## config.mk

```make
export PLATFORM = sky130hd
export DESIGN_NAME = sat_counter
export DESIGN_NICKNAME = d
export VERILOG_FILES = /design/src/rtl/data_checker_sat_counter.sv
export SDC_FILE = /design/constraint.sdc
export NUM_CORES = 1
export LEC_CHECK = 0
export ABC_AREA = 1
export BUFFER_PORTS_ARGS = -buffer_cell sky130_fd_sc_hd__buf_4
export CAP_MARGIN = 15
export CORE_ASPECT_RATIO = 0.8
export CORE_UTILIZATION = 40
export CTS_CLUSTER_DIAMETER = 40
export DETAILED_ROUTE_END_ITERATION = 16
export SETUP_SLACK_MARGIN = 0.5
export SYNTH_ARGS = -nofsm -noshare
export SYNTH_HDL_FRONTEND = slang
export SYNTH_SLANG_ARGS = --single-unit
export TNS_END_PERCENT = 100
```

## constraint.sdc

```tcl
create_clock -name clk -period 1.4 [get_ports clk]
set_input_delay 0 -clock clk [delete_from_list [all_inputs] [get_ports clk]]
set_output_delay 0 -clock clk [all_outputs]
set_load 0.005 [all_outputs]
```

## src/rtl/data_checker_sat_counter.sv

```systemverilog
// Saturating up-counter with synchronous reset and soft clear.
module sat_counter #(
  parameter int W = 16
) (
  input  logic         clk,
  input  logic         rst,
  input  logic         clr,
  input  logic         inc,
  output logic [W-1:0] cnt
);

  logic [W-1:0] cnt_reg;

  always_ff @(posedge clk) begin
    if (rst || clr) begin
      cnt_reg <= '0;
    end else if (inc && (cnt_reg != {W{1'b1}})) begin
      cnt_reg <= cnt_reg + 1'b1;
    end
  end

  assign cnt = cnt_reg;

endmodule

```

# Word-level counts from Yosys, hierarchy flattened

Cells that the tools add are included.

Add/sub/neg operators: 1
Mux-type cells: 0
Reduce and logical (&&, ||, !) cells: 2
Shift-type cells: 0
Bitwise operators: 0
$lt $le $gt $ge: 0
Multiply operators: 0
Div/mod/pow operators: 0
Equality and inequality tests: 1

Operators with widths:

| kind                  | count |
|---|---|
| $add 16x1->16 const B | 1 |
| $ne 16x16->1 const B  | 1 |
| $logic_and 1x1->1     | 1 |
| $logic_or 1x1->1      | 1 |

Flip-flop bits (word level): 16
Bits in read-only memories: 0
Bits in writable memories: 0
Memories: 0
Bits in latches: 0
Logic and storage cells: 5

# Logic depth before layout (Yosys ltp)

Gate-level depths: netlist of the first run.

Depth after elaboration: 2
Mapped depth: 9
Gate-level depth less buffers: 9

# Least setup slack after synthesis of the first run

No wires, ideal clock.

Kind: flip-flop to flip-flop
Start: register cnt_reg[0] (netlist: cnt[0])
End: register cnt_reg[13] (netlist: cnt[13])
Required time: 1.285 ns
Arrival time: 1.244 ns
Period minus slack after synthesis: 1.359 ns
Library setup time: 0.115 ns
Stages on the path, launching flop included: 8
Path slack: 0.041 ns
Cell sequence: dfxtp_1 -> ha_1 -> nand2_1 -> nor2_2 -> nand4_2 -> buf_6 -> a21oi_1 -> nor2_1

Longest elaborated chain between the ends: 2

RTL lines:

| what                                                                  | RTL line | source |
|---|---|---|
| start, declared                                                       | 12       | `logic [W-1:0] cnt_reg;` |
| start signal, assigned                                                | 18       | `cnt_reg <= cnt_reg + 1'b1;` |
| parallel branches: the longest is 2 deep, another holds $add 16x1->16 | n/a      |  |

Parallel ways; which one is timed is not known.
A chain may end at the register's enable or synchronous reset.

# Worst setup path in the final report of the first run

Start: register cnt_reg[0] (netlist: cnt[0])
End: register cnt_reg[15] (netlist: cnt[15])

Same word-level chain as after synthesis.

==> impl_metrics.tcl, run 1 <==
set metrics [dict create \
    status "finished, final reports clean" \
    clock_latency_ps 300 \
    remaining_drc_errors 0 \
    synth-edff-count 0 \
    critical_path.startpoint_type "flop" \
    cts.clk_slew.worst_paths_ps 100 \
    largest_reg_flops 16 \
    synth_most_common_cell "nand2_1" \
    cpMaxStageDelayCell "dfxtp_4" \
    num_rows 15 \
    numPortBuffers 19 \
    fmax_mhz 763 \
    period_minus_slack_ps 1310 \
    die_x_um 56.5 \
    cts.path.max_buffers 2 \
    cts_buffers 3 \
    die_h_um 45.6 \
    antenna_found_initial 0 \
    overflow 0 \
    setup_slack_ps 89.1 \
    ir_drop_v 0.000588 \
    hp-class "primary input to flop" \
    ys_ff_latch 16 \
    place_hpwl_mm 1.84 \
    clock_sinks 16 \
    gp_congestion 0.826 \
    setup_viol 0 \
    holdBufCountCts 0 \
    grt_pass1_wl_mm 4.17 \
    synth.area.top_cells "dfxtp_1 (34%), nand2_1 (15%), nor2_1 (13%)" \
    p_per_area_nw_per_um2 557 \
    fin_skew_ps 8.84 \
    ys_warn_count 0 \
    cts_tree "done" \
    p_leak_nw 0.629 \
    drive_gt1_share_pct 51.1 \
    required_ps 1640 \
    critical_path.cell_chain "ha_4 > nand2_4 > nor2_4 > nand4_2 > buf_4 > nand3_1 > nand2_1 > nor2_1" \
    core-area_um2 2200 \
    io_pins 20 \
    fin_cells 215 \
    post_drt_wl_per_cell_um 12.2 \
    rsz0062_at_grt "yes" \
    synth_area_per_cell_um2 6.38 \
    viasPerCell 4.84 \
    groute.usage.overall_pct 21.8 \
    synthesis.area_um2 951 \
    grt_pass1_vias 932 \
    dp_cells 200 \
    p_total_mw 0.829 \
    synthFlopType "dfxtp_1" \
    fin_util_pct 67.8 \
    syn2layout_area_growth_pct 56.6 \
    async_reset_ff_share_pct 0 \
    cp_slowest_stage_delay_ps 380 \
    drv_cap 0 \
    n_fill_cell 208 \
    cts_max_level 1 \
    root_buffer "clkbuf_4" \
    pre_cts_ws_ps 60.2 \
    num_vias 1040 \
    criticalPathCategory "flop to flop" \
    drtIter0Drc 35 \
    dieArea_um2 2580 \
    n_antenna_cell 0 \
    routed_wl_mm 2.63 \
    ys_top_cells_by_count "nand2_1 (38), nor2_1 (34), dfxtp_1 (16), nand3_1 (14), inv_1 (12)" \
    drt-pass1-iter-count 4 \
    tightest_slew_ps 224 \
    fin_nets 196 \
    grt_max_degree 17 \
    yosysSeqAreaShare_pct 33.7 \
    drv_slew 0 \
    synthDistinctLibCells 21 \
    crit_path_end_kind "flop" \
    syn_inst 149 \
    drt.antenna.violating_nets 0 \
    hold_viol_final 0 \
    syn_nets 154 \
    worst_ep_arrival_time_ps 1550 \
    start_util_pct 43.3 \
    path_max_fanout 4 \
    slew_headroom_pct 85.0 \
    synth.largest_area_cell "dfxtp_1" \
    fin_crit_sh_pct 93.6 \
    synth_top_area_share_pct 33.7 \
]
per-layer routing:
layer	GRT usage (%)	wire, um	vias to the layer above
li1	-	-	556
met1	28.8	1290	461
met2	36.9	1220	21
met3	5.97	99	2
met4	2.93	15	0
met5	0	0	-
final cells by class:
type / count / area [um2] / area share (%)
well taps: 25 / 31.3 / 2.10
repair buffers: 39 / 327 / 21.9
multi-input cells: 117 / 686 / 46.1
inverters: 14 / 53.8 / 3.61
flip-flops and latches: 16 / 355 / 23.9
clock buffers: 4 / 36.3 / 2.44
per-stage QoR:
step / cell area, um2 / hold WS [ps] / TNS (ps)
global route: 1490 / 76.9 / -13.6
CTS: 1420 / 62.1 / 0
global placement: 1260 / 362 / 0
detailed placement: 1260 / 377 / 0
finish: 1490 / 76.8 / 0
floorplan: 1040 / 190 / 0
worst paths after layout:
| kind | slack, ps | from | endpoint | cells after the start |
|---|---|---|---|---|
| worst min-delay path | 80 | inc | cnt[11] | 4 |
| worst max-delay path | 90 | cnt[0] | cnt[15] | 8 |
| worst min register to register | 520 | cnt[5] | cnt[5] | 2 |
| worst max register to register | 90 | cnt[0] | cnt[15] | 8 |
cells in the final DEF (no fill, tap or decap):
cell / instances
o21ai_2: 1
clkbuf_4: 3
a21oi_1: 2
nand2_2: 6
buf_6: 9
nor2_2: 4
nor2_4: 11
a21oi_2: 7
nand3_2: 1
clkbuf_8: 1
inv_2: 1
o21ai_0: 3
a21boi_1: 1
nor3_2: 1
dfxtp_2: 10
nand4_1: 3
nor2_1: 26
nand4_2: 1
dfxtp_4: 6
nand2_4: 3
nand3_1: 13
nand2_1: 33
ha_4: 1
buf_4: 30
inv_1: 12
clkinv_2: 1
kinds of logic (layout without fill, tap and decap cells):
group                    after synthesis  count (layout)  synth area share (%)
buffers and inverters                 16              57                  7.50
flip-flops                            16              16                  33.7
AND/OR/NAND/NOR                      102             102                  49.5
AO/OA/AOI/OAI                         14              14                  8.03
adder cells (fa/ha/maj)                1               1                  1.32
worst max-delay path: cells and delay by family (launching register included):
kind,cells,cell delay (ps)
DFF,1,380
adders and majority gates,1,160
buffers and inverters,1,180
and+or+nand+nor,6,550
timing repair:
item                       CTS  global route
setup endpoints to repair   19            22
resized for setup           27            10
gates cloned                 0             0
setup buffers                6             5
pin swaps                   16             5
where the power goes:
| group | internal [mW] | switching, mW | total, mW |
|---|---|---|---|
| sequential | 0.447 | 0.00345 | 0.451 |
| combinational | 0.0267 | 0.0314 | 0.0581 |
| clock | 0.159 | 0.161 | 0.320 |
| total | 0.633 | 0.196 | 0.829 |
(Power assumes the default switching activity.)
==> inputs of run 2 (changes only) <==
Settings changed: HOLD_SLACK_MARGIN set to 0.15.
==> run 2 against run 1 <==
  * Combinational power increased by 3.8%
  * Final area increased by 0.67%
  * Largest cell class unchanged
  * Critical path type unchanged
  * Largest power group unchanged
  * Routed wire length increased by 0.34%
  * Power increased by 0.61%
  * Maximum frequency increased by 0.11%
  * Critical path depth unchanged
  * Utilization increased by 0.46 points
  * Clock skew increased by 2.2 ps
==> impl_metrics.tcl, run 2 (synthesis results as in run 1) <==
set metrics [dict create \
    remaining_drc_errors 0 \
    slew_headroom_pct 84.9 \
    rsz0062_at_grt "yes" \
    period_minus_slack_ps 1310 \
    critical_path.startpoint_type "flop" \
    gp_congestion 0.826 \
    criticalPathCategory "flop to flop" \
    fin_util_pct 68.3 \
    stdcell_area_um2 1500 \
    hp-class "primary input to flop" \
    tightest_slew_ps 225 \
    cts_buffers 3 \
    drv_slew 0 \
    root_buffer "clkbuf_4" \
    fin_skew_ps 11.0 \
    internal_power_mw 0.635 \
    p_leak_nw 0.633 \
    antenna_found_initial 0 \
    drt.antenna.violating_nets 0 \
    met3_length_um 76 \
    numPortBuffers 19 \
    start_util_pct 43.3 \
    top_layer "met4" \
    largest_reg_flops 16 \
    groute.usage.overall_pct 21.8 \
    clock_latency_ps 300 \
    final_common_cell "nand2_1" \
    core-area_um2 2200 \
    grt_pass1_vias 934 \
    n_antenna_cell 0 \
    path_max_fanout 4 \
    die_x_um 56.5 \
    placed_area_um2 1260 \
    num_vias 1044 \
    cts.clk_slew.worst_paths_ps 110 \
    overflow 0 \
    die_h_um 45.6 \
    clock_sinks 16 \
    num_rows 15 \
    grt_max_degree 17 \
    cts.path.max_buffers 2 \
    drive_gt1_share_pct 50.8 \
    cts_tree "done" \
    fin_crit_sh_pct 93.5 \
    post_drt_wl_per_cell_um 12.2 \
    p_comb_share_pct 7.2 \
    drt-pass1-iter-count 4 \
    ir_drop_v 0.000593 \
    pwr-share-clk_pct 38.7 \
    required_ps 1640 \
    fmax_mhz 764 \
    final_cell_mix "nand2_1 (33), buf_4 (30), nor2_1 (26)" \
    setup_viol 0 \
    routed_wl_mm 2.64 \
    status "finished, final reports clean" \
    drv_cap 0 \
    cts_max_level 1 \
    worst_ep_arrival_time_ps 1550 \
    switching_share_pct 23.9 \
    crit_path_end_kind "flop" \
    grt_pass1_wl_mm 4.16 \
    drtIter0Drc 38 \
    p_per_area_nw_per_um2 556 \
    switchingPower_mw 0.199 \
    met1Wirelength_mm 1.31 \
    viasPerCell 4.83 \
    wl_met2_mm 1.24 \
    dieArea_um2 2580 \
    holdBufCountCts 1 \
    fin_nets 197 \
    hold_viol_final 0 \
    io_pins 20 \
    seq_power_share_pct 54.1 \
    place_hpwl_mm 1.84 \
    syn2layout_area_growth_pct 57.6 \
]
-- run 2: cell types whose count changed in the layout (fill, tap and decap cells not counted), sizes merged --
cell / delta
dlygate4sd3: +1
-- run 2: timing repair --
item / in CTS / in global routing
setup buffers: 6 / 5
endpoints found under the hold margin: 15 / 9
resized for setup: 27 / 10
endpoints found under the setup margin: 19 / 22
pin swaps: 16 / 5
-- run 2: final timing paths --
kind | depth (start not counted) | from | slack [ps] | to
worst max register to register | 8 | cnt[0] | 90 | cnt[15]
worst max-delay path | 8 | cnt[0] | 90 | cnt[15]
worst min register to register | 2 | cnt[5] | 520 | cnt[5]
worst min-delay path | 5 | rst | 120 | cnt[4]
-- run 2: through the flow --
| stage | setup TNS [ps] | setup slack [ps] | hold slack [ps] | power, mW | std cells |
|---|---|---|---|---|---|
| 2_1_floorplan | 0 | 177 | 190 | 0.499 | 149 |
| 3_3_place_gp | 0 | 72.7 | 362 | 0.518 | 200 |
| 3_5_place_dp | 0 | 60.2 | 377 | 0.520 | 200 |
| 4_1_cts | 0 | 80.8 | 115 | 0.838 | 211 |
| 5_1_grt | -13.6 | -9.89 | 129 | 0.858 | 216 |
| 6_report | 0 | 90.6 | 121 | 0.834 | 216 |
-- run 2: cell type report --
| class | instances | area, um2 |
|---|---|---|
| clock buffer | 4 | 36.3 |
| fill | 208 | 697 |
| inverter | 14 | 53.8 |
| multi-input combinational | 117 | 686 |
| sequential | 16 | 355 |
| tap | 25 | 31.3 |
| timing repair buffer | 40 | 337 |
-- run 2: critical path, cell delays in order (launching register included) --
cell	delay, ps
dfxtp_4	380
ha_4	160
nand2_4	60
nor2_4	130
nand4_2	110
buf_4	180
nand3_1	80
nand2_1	60
nor2_1	110
-- run 2: power groups by stage --
stage                     sequential (mW)  combinational [mW]  clock, mW
final                               0.451              0.0603      0.323
after global routing                0.451              0.0666      0.340
after CTS                           0.451              0.0603      0.327
after detailed placement            0.471              0.0499          0
after global placement              0.471              0.0478          0
after floorplan                     0.470              0.0286          0
-- run 2: layer usage --
metal	up-vias	track usage, %
li1	557	-
met1	469	28.6
met2	16	37.2
met3	2	5.97
met4	0	2.93
met5	-	0
